## config.mk

```make
export PLATFORM = sky130hd
export DESIGN_NAME = exe_stage
export DESIGN_NICKNAME = d
export VERILOG_FILES = /design/src/rtl/cpu_defs_pkg.sv /design/src/rtl/div32_iter.sv /design/src/rtl/exe_stage.sv
export SDC_FILE = /design/constraint.sdc
export NUM_CORES = 2
export LEC_CHECK = 0
export BUFFER_PORTS_ARGS = -buffer_cell sky130_fd_sc_hd__buf_2
export CELL_PAD_IN_SITES_DETAIL_PLACEMENT = 1
export CELL_PAD_IN_SITES_GLOBAL_PLACEMENT = 2
export CORE_ASPECT_RATIO = 0.7
export CORE_MARGIN = 4
export CORE_UTILIZATION = 40
export DETAILED_ROUTE_END_ITERATION = 10
export PLACE_DENSITY = 0.86
export SYNTH_ARGS = -nofsm -noshare
export SYNTH_HDL_FRONTEND = slang
export SYNTH_HIERARCHICAL = 1
export SYNTH_SLANG_ARGS = --single-unit
```

## constraint.sdc

```tcl
create_clock -name clk -period 27.5 [get_ports clk]
set_input_delay 2.75 -clock clk [delete_from_list [all_inputs] [get_ports clk]]
set_output_delay 2.75 -clock clk [all_outputs]
set_load 0.02 [all_outputs]
```

## src/rtl/cpu_defs_pkg.sv

```systemverilog
// Shared definitions for the execute stage: one-hot op bit indices, bus widths,
// divider state encoding and a small magnitude helper.
package cpu_defs_pkg;

  localparam int unsigned DIV_W    = 32;
  localparam int unsigned ALU_OPS  = 12;
  localparam int unsigned MD_OPS   = 7;
  localparam int unsigned RF_ZIP_W = 6;
  localparam int unsigned ES_ZIP_W = 39;

  // ALU one-hot bit positions
  localparam int unsigned OP_ADD  = 0;
  localparam int unsigned OP_SUB  = 1;
  localparam int unsigned OP_SLT  = 2;
  localparam int unsigned OP_SLTU = 3;
  localparam int unsigned OP_AND  = 4;
  localparam int unsigned OP_NOR  = 5;
  localparam int unsigned OP_OR   = 6;
  localparam int unsigned OP_XOR  = 7;
  localparam int unsigned OP_SLL  = 8;
  localparam int unsigned OP_SRL  = 9;
  localparam int unsigned OP_SRA  = 10;
  localparam int unsigned OP_LUI  = 11;

  // Mul/div one-hot bit positions
  localparam int unsigned MD_MUL   = 0;
  localparam int unsigned MD_MULH  = 1;
  localparam int unsigned MD_MULHU = 2;
  localparam int unsigned MD_DIV   = 3;
  localparam int unsigned MD_MOD   = 4;
  localparam int unsigned MD_DIVU  = 5;
  localparam int unsigned MD_MODU  = 6;

  typedef enum logic [1:0] {
    DIV_IDLE = 2'd0,
    DIV_BUSY = 2'd1,
    DIV_DONE = 2'd2
  } div_state_t;

  // Magnitude of x when treated as signed, raw value otherwise.
  function automatic logic [DIV_W-1:0] abs_val(input logic [DIV_W-1:0] x, input logic sgn);
    return (sgn && x[DIV_W-1]) ? DIV_W'(-x) : x;
  endfunction

endpackage

```

## src/rtl/div32_iter.sv

```systemverilog
// Iterative restoring radix-2 divider, one quotient bit per cycle.
// Ports: clk/resetn; start launches a divide from IDLE with signed_op, dividend,
// divisor; busy while iterating; done holds quotient/remainder until ack.
module div32_iter
  import cpu_defs_pkg::*;
(
  input  logic             clk,
  input  logic             resetn,
  input  logic             start,
  input  logic             signed_op,
  input  logic [DIV_W-1:0] dividend,
  input  logic [DIV_W-1:0] divisor,
  input  logic             ack,
  output logic             busy,
  output logic             done,
  output logic [DIV_W-1:0] quotient,
  output logic [DIV_W-1:0] remainder
);

  div_state_t       state;
  logic [4:0]       count;
  logic [DIV_W-1:0] rem_q;
  logic [DIV_W-1:0] quo_q;
  logic [DIV_W-1:0] dvs_q;
  logic             q_neg;
  logic             r_neg;
  logic [DIV_W:0]   rem_sh;
  logic [DIV_W:0]   diff;

  // Trial subtraction; diff[DIV_W] set means the partial remainder is smaller than the divisor.
  always_comb begin
    rem_sh = {rem_q, quo_q[DIV_W-1]};
    diff   = rem_sh - {1'b0, dvs_q};
  end

  always_ff @(posedge clk) begin
    if (!resetn) begin
      state <= DIV_IDLE;
      count <= '0;
      rem_q <= '0;
      quo_q <= '0;
      dvs_q <= '0;
      q_neg <= 1'b0;
      r_neg <= 1'b0;
    end else begin
      case (state)
        DIV_IDLE: begin
          if (start) begin
            state <= DIV_BUSY;
            count <= '0;
            rem_q <= '0;
            quo_q <= abs_val(dividend, signed_op);
            dvs_q <= abs_val(divisor, signed_op);
            q_neg <= signed_op & (dividend[DIV_W-1] ^ divisor[DIV_W-1]);
            r_neg <= signed_op & dividend[DIV_W-1];
          end
        end
        DIV_BUSY: begin
          quo_q <= {quo_q[DIV_W-2:0], ~diff[DIV_W]};
          rem_q <= diff[DIV_W] ? rem_sh[DIV_W-1:0] : diff[DIV_W-1:0];
          count <= count + 5'd1;
          if (count == 5'd31) state <= DIV_DONE;
        end
        DIV_DONE: begin
          if (ack) state <= DIV_IDLE;
        end
        default: state <= DIV_IDLE;
      endcase
    end
  end

  assign busy      = (state == DIV_BUSY);
  assign done      = (state == DIV_DONE);
  assign quotient  = q_neg ? DIV_W'(-quo_q) : quo_q;
  assign remainder = r_neg ? DIV_W'(-rem_q) : rem_q;

endmodule

```

## src/rtl/exe_stage.sv

```systemverilog
// Execute stage: registers one decoded instruction, computes ALU / multiply /
// iterative divide results, issues the data SRAM request in the handoff cycle and
// presents the writeback payload and a bypass bus.
// Ports: clk, resetn (sync, active low); decode side ds2es_valid/es_allowin and ds_*
// payload; mem side es2ms_valid/ms_allowin, es_pc, es_rf_zip; es_fwd to decode;
// data_sram_* request.
module exe_stage
  import cpu_defs_pkg::*;
(
  input  logic                clk,
  input  logic                resetn,
  input  logic                ds2es_valid,
  output logic                es_allowin,
  input  logic [31:0]         ds_pc,
  input  logic [ALU_OPS-1:0]  ds_alu_op,
  input  logic [MD_OPS-1:0]   ds_md_op,
  input  logic [31:0]         ds_src1,
  input  logic [31:0]         ds_src2,
  input  logic                ds_mem_en,
  input  logic                ds_mem_we,
  input  logic [31:0]         ds_store_data,
  input  logic                ds_res_from_mem,
  input  logic [RF_ZIP_W-1:0] ds_rf_zip,
  output logic                es2ms_valid,
  input  logic                ms_allowin,
  output logic [31:0]         es_pc,
  output logic [ES_ZIP_W-1:0] es_rf_zip,
  output logic [ES_ZIP_W-1:0] es_fwd,
  output logic                data_sram_en,
  output logic [3:0]          data_sram_we,
  output logic [31:0]         data_sram_addr,
  output logic [31:0]         data_sram_wdata
);

  logic               es_valid;
  logic [ALU_OPS-1:0] alu_op;
  logic [MD_OPS-1:0]  md_op;
  logic [31:0]        src1;
  logic [31:0]        src2;
  logic               mem_en;
  logic               mem_we;
  logic [31:0]        store_data;
  logic               res_from_mem;
  logic               rf_we;
  logic [4:0]         rf_waddr;

  logic               is_div;
  logic               es_ready_go;
  logic               div_busy;
  logic               div_done;
  logic [31:0]        div_q;
  logic [31:0]        div_r;
  logic [31:0]        alu_res;
  logic [32:0]        mul_a;
  logic [32:0]        mul_b;
  logic [63:0]        mul_prod;
  logic [31:0]        es_result;

  // Valid and payload registers
  always_ff @(posedge clk) begin
    if (!resetn) begin
      es_valid     <= 1'b0;
      es_pc        <= '0;
      alu_op       <= '0;
      md_op        <= '0;
      src1         <= '0;
      src2         <= '0;
      mem_en       <= 1'b0;
      mem_we       <= 1'b0;
      store_data   <= '0;
      res_from_mem <= 1'b0;
      rf_we        <= 1'b0;
      rf_waddr     <= '0;
    end else begin
      if (es_allowin) es_valid <= ds2es_valid;
      if (ds2es_valid && es_allowin) begin
        es_pc        <= ds_pc;
        alu_op       <= ds_alu_op;
        md_op        <= ds_md_op;
        src1         <= ds_src1;
        src2         <= ds_src2;
        mem_en       <= ds_mem_en;
        mem_we       <= ds_mem_we;
        store_data   <= ds_store_data;
        res_from_mem <= ds_res_from_mem;
        rf_we        <= ds_rf_zip[5];
        rf_waddr     <= ds_rf_zip[4:0];
      end
    end
  end

  assign is_div      = md_op[MD_DIV] | md_op[MD_MOD] | md_op[MD_DIVU] | md_op[MD_MODU];
  assign es_ready_go = ~is_div | div_done;
  assign es_allowin  = ~es_valid | (es_ready_go & ms_allowin);
  assign es2ms_valid = es_valid & es_ready_go;

  div32_iter u_div (
    .clk       (clk),
    .resetn    (resetn),
    .start     (es_valid & is_div & ~div_busy & ~div_done),
    .signed_op (md_op[MD_DIV] | md_op[MD_MOD]),
    .dividend  (src1),
    .divisor   (src2),
    .ack       (es2ms_valid & ms_allowin),
    .busy      (div_busy),
    .done      (div_done),
    .quotient  (div_q),
    .remainder (div_r)
  );

  // One-hot ALU: AND-OR select of every candidate result
  always_comb begin
    alu_res = '0;
    if (alu_op[OP_ADD])  alu_res = alu_res | (src1 + src2);
    if (alu_op[OP_SUB])  alu_res = alu_res | (src1 - src2);
    if (alu_op[OP_SLT])  alu_res = alu_res | {31'd0, $signed(src1) < $signed(src2)};
    if (alu_op[OP_SLTU]) alu_res = alu_res | {31'd0, src1 < src2};
    if (alu_op[OP_AND])  alu_res = alu_res | (src1 & src2);
    if (alu_op[OP_NOR])  alu_res = alu_res | ~(src1 | src2);
    if (alu_op[OP_OR])   alu_res = alu_res | (src1 | src2);
    if (alu_op[OP_XOR])  alu_res = alu_res | (src1 ^ src2);
    if (alu_op[OP_SLL])  alu_res = alu_res | (src1 << src2[4:0]);
    if (alu_op[OP_SRL])  alu_res = alu_res | (src1 >> src2[4:0]);
    if (alu_op[OP_SRA])  alu_res = alu_res | 32'($signed(src1) >>> src2[4:0]);
    if (alu_op[OP_LUI])  alu_res = alu_res | src2;
  end

  // 33x33 signed multiply; the 64-bit truncated product is exact for both high and low halves.
  assign mul_a    = {~md_op[MD_MULHU] & src1[31], src1};
  assign mul_b    = {~md_op[MD_MULHU] & src2[31], src2};
  assign mul_prod = {{31{mul_a[32]}}, mul_a} * {{31{mul_b[32]}}, mul_b};

  always_comb begin
    es_result = alu_res;
    if (md_op[MD_MUL])                   es_result = mul_prod[31:0];
    if (md_op[MD_MULH] | md_op[MD_MULHU]) es_result = mul_prod[63:32];
    if (md_op[MD_DIV] | md_op[MD_DIVU])   es_result = div_q;
    if (md_op[MD_MOD] | md_op[MD_MODU])   es_result = div_r;
  end

  assign es_rf_zip       = {res_from_mem, es_valid & rf_we, rf_waddr, es_result};
  assign es_fwd          = {es_valid & rf_we, rf_waddr, es_result, res_from_mem};
  assign data_sram_en    = es_valid & mem_en & es_ready_go & ms_allowin;
  assign data_sram_we    = {4{data_sram_en & mem_we}};
  assign data_sram_addr  = es_result;
  assign data_sram_wdata = store_data;

endmodule

```

==> out/metrics.cfg <==
[die]
die_h_um=337
fp.coreArea_mm2=0.153
row_count=120
dieArea_mm2=0.162
initial_core_util=0.404
die_w_um=479
ios=341

[setup_path]
crit_end=es_fwd[31]
r2r_cells=10
critical_path_class=reg -> out
cpMaxStageDelayCell=fa_1
cp_max_fo=30
worst_setup_path_end_kind=primary output
critPathLaunchType=register
r2r-end=u_div/dvs_q[28]
arrival_ns=11.65
slowest_delay_ns=1.08
crit_required_ns=24.75
startpoint=src1[31]
r2r-start=src2[3]
rrSetupSlack_ns=22.62

[logic_synthesis]
synth_fa_ha_area_frac=0.434
synth.avg_cell_area_um2=8.22
seq_area_frac_synth=0.0846
synth_mux_area_frac=0.0369
yosys_warnings=6
ys.flop_type=dfxtp_1
async_reset_ff_frac=0
netlist_area_mm2=0.0620
synth_top_family_by_area=adder cells
ys_types=102
synth-compound-area-share=0.131
syn-num-nets=9180
synth_edf_count=0
syn_inst=7545
synth-simple-area-share=0.160
synth-xor-area-share=0.0361
synth_seq_cells=262

[routing]
first_pass_iters=8
viasPerCell=5.97
wl_per_cell_um=30.9
vias=57500
wirelength_mm=298
drc=0
detail-route-antenna-nets=0
first_iter_violations=6431

[clocking]
ctsHoldBuffers=0
h-tree-depth=1
clock-root-buffer=clkbuf_16
path_clk_slew_ns=0.08
post-cts-setup-buffers=0
clkLatencyLatePin_ns=0.69
ctsResizeCount=0
tritoncts=built
numCtsBuffers=31
cts_sinks=262
clock_path_buffers=3

[global_routing]
met1_usage=0.510
grt_pass1_wl_mm=431
use_met3=0.114
grtUsageTotal=0.365
grt_max_degree=103
grt_pass1_vias=60500
top_usage_layer=met2
gr-total-overflow=0
antenna_found_initial=27
use_met2=0.518

[power]
peakVddDrop_mv=0.0635
total_power_mw=3.05
power_density_mw_per_mm2=46.1
leakage_nw=30.3

[sta]
min_period_over_period=0.524
setup_viol=0
finClkSkew_ns=0.0285
tightest_slew_ns=1.74
rsz0062_at_grt=no
setup_tns_ns=0
finalHoldViolCount=0
fmax_mhz=69.4
relSlewSlack=-0.173
slew_violations=7
period_minus_slack_ns=14.40
setup_ws_ns=13.10

[finish]
fillCellCount=18500
area_growth_pct=6.76
fin_area_mm2=0.0662
final_util=0.432
layout.nets=9152
drive_gt1_frac=0.0963

[hold_path]
hold_class=reg -> reg

[flow_run]
cap_violations=1

[place]
placed_area_mm2=0.0651
pre_cts_ws_ns=13.97
gp_congestion=1.04
port_buffers=340
dp_hpwl_mm=231

[status]
outcome=complete, but fails checks
violations=capacitance limit, slew limit

critical path, delay by kind of cell, from the launching register on:
kind	cells	cell delay (ns)
adders and majority gates	9	4.93
and+or+nand+nor	4	2.06
buffers and inverters	10	1.85
AOI/OAI and AO/OA	5	1.26
DFF	1	0.65
xor gates and xnor gates	1	0.17
cell families after synthesis:
logic type,after synthesis
buf+inv,1829
simple gates,2361
flops,262
xor+xnor,255
fa+ha+maj,1475
mux,146
compound gates,1217
area by class of cell:
cell class	count	area (µm²)	share of cell area
multi-input combinational	5454	49600	0.749
sequential	262	5300	0.0800
inverter	1273	4780	0.0722
timing repair buffer	495	2900	0.0437
tap	2074	2590	0.0392
clock buffer	43	892	0.0135
clock inverter	15	150	0.00227
antenna	14	35.0	0.000529
where the power goes:
| group | switching (mW) | total, mW | internal, mW |
|---|---|---|---|
| sequential | 0.0364 | 0.442 | 0.405 |
| clock | 0.212 | 0.459 | 0.246 |
| combinational | 1.51 | 2.15 | 0.639 |
| total | 1.76 | 3.05 | 1.29 |
cell usage after synthesis (130+ instances only):
master	count	area, µm²
nand2_1	1282	4810
nor2_1	611	2290
xnor2_1	191	1670
a21oi_1	305	1530
clkbuf_1	351	1320
nand3_1	130	651
a21boi_0	162	1220
ha_1	347	4340
inv_1	1251	4700
dfxtp_1	262	5250
o21ai_0	203	1020
fa_1	1128	22600
sequential cells by signal (all words and copies together) (netlist names), 2 cells and up:
signal and flops:
u_div/quo_q 32, rf_waddr 5, u_div/state 2, u_div/dvs_q 32, es_pc 32, alu_op 12
md_op 7, u_div/count 5, data_sram_wdata 32, src2 32, src1 32, u_div/rem_q 32
stage by stage:
stage	cells	hold slack, ns
after floorplan	7545	0.432
after global placement	9558	0.450
after detailed placement	9558	0.457
after CTS	9616	0.466
after global routing	9617	0.484
final	9630	0.463
routing by layer:
metal,wire (µm),share of wire
met1,124000,0.42
met2,120000,0.40
met3,37300,0.13
met4,15500,0.052
met5,84,0.00028
cell usage in the layout (no fill, tap or decap), types with 16 or more instances in the layout:
| cell type | count |
|---|---|
| ha_1 | 347 |
| nor2b_1 | 16 |
| dfxtp_1 | 228 |
| nand2_1 | 1281 |
| mux2i_1 | 71 |
| inv_1 | 1247 |
| a21o_1 | 46 |
| o21a_1 | 21 |
| o211ai_1 | 29 |
| nand4_1 | 38 |
| nor3_1 | 84 |
| a211oi_1 | 50 |
| o21bai_1 | 25 |
| xnor2_1 | 190 |
| a22oi_1 | 63 |
| nand3_1 | 130 |
| a21boi_0 | 162 |
| clkbuf_16 | 32 |
| mux4_2 | 65 |
| and3_1 | 23 |
| clkinv_1 | 21 |
| buf_4 | 153 |
| dfxtp_2 | 29 |
| fa_1 | 1128 |
| nand2b_1 | 34 |
| a221oi_1 | 24 |
| o31ai_1 | 45 |
| or3_1 | 27 |
| or2_2 | 21 |
| nor2_1 | 608 |
| buf_2 | 339 |
| o21ai_0 | 203 |
| a21oi_1 | 305 |
| xor2_1 | 63 |
| o221ai_1 | 19 |
| o22ai_1 | 23 |
| a31oi_1 | 50 |
| nor4_1 | 24 |
how the worst min path moves through the flow:
stage	start	to	slack, ns	depth (start not counted)
final	data_sram_wdata[23]	data_sram_wdata[23]	0.46	2
after global routing	alu_op[6]	alu_op[6]	0.48	2
after CTS	data_sram_wdata[23]	data_sram_wdata[23]	0.47	2
after detailed placement	data_sram_wdata[23]	data_sram_wdata[23]	0.46	2
after global placement	data_sram_wdata[0]	data_sram_wdata[0]	0.45	2
after floorplan	u_div/dvs_q[11]	u_div/dvs_q[11]	0.43	2
Power figures use the tool's default switching activity.
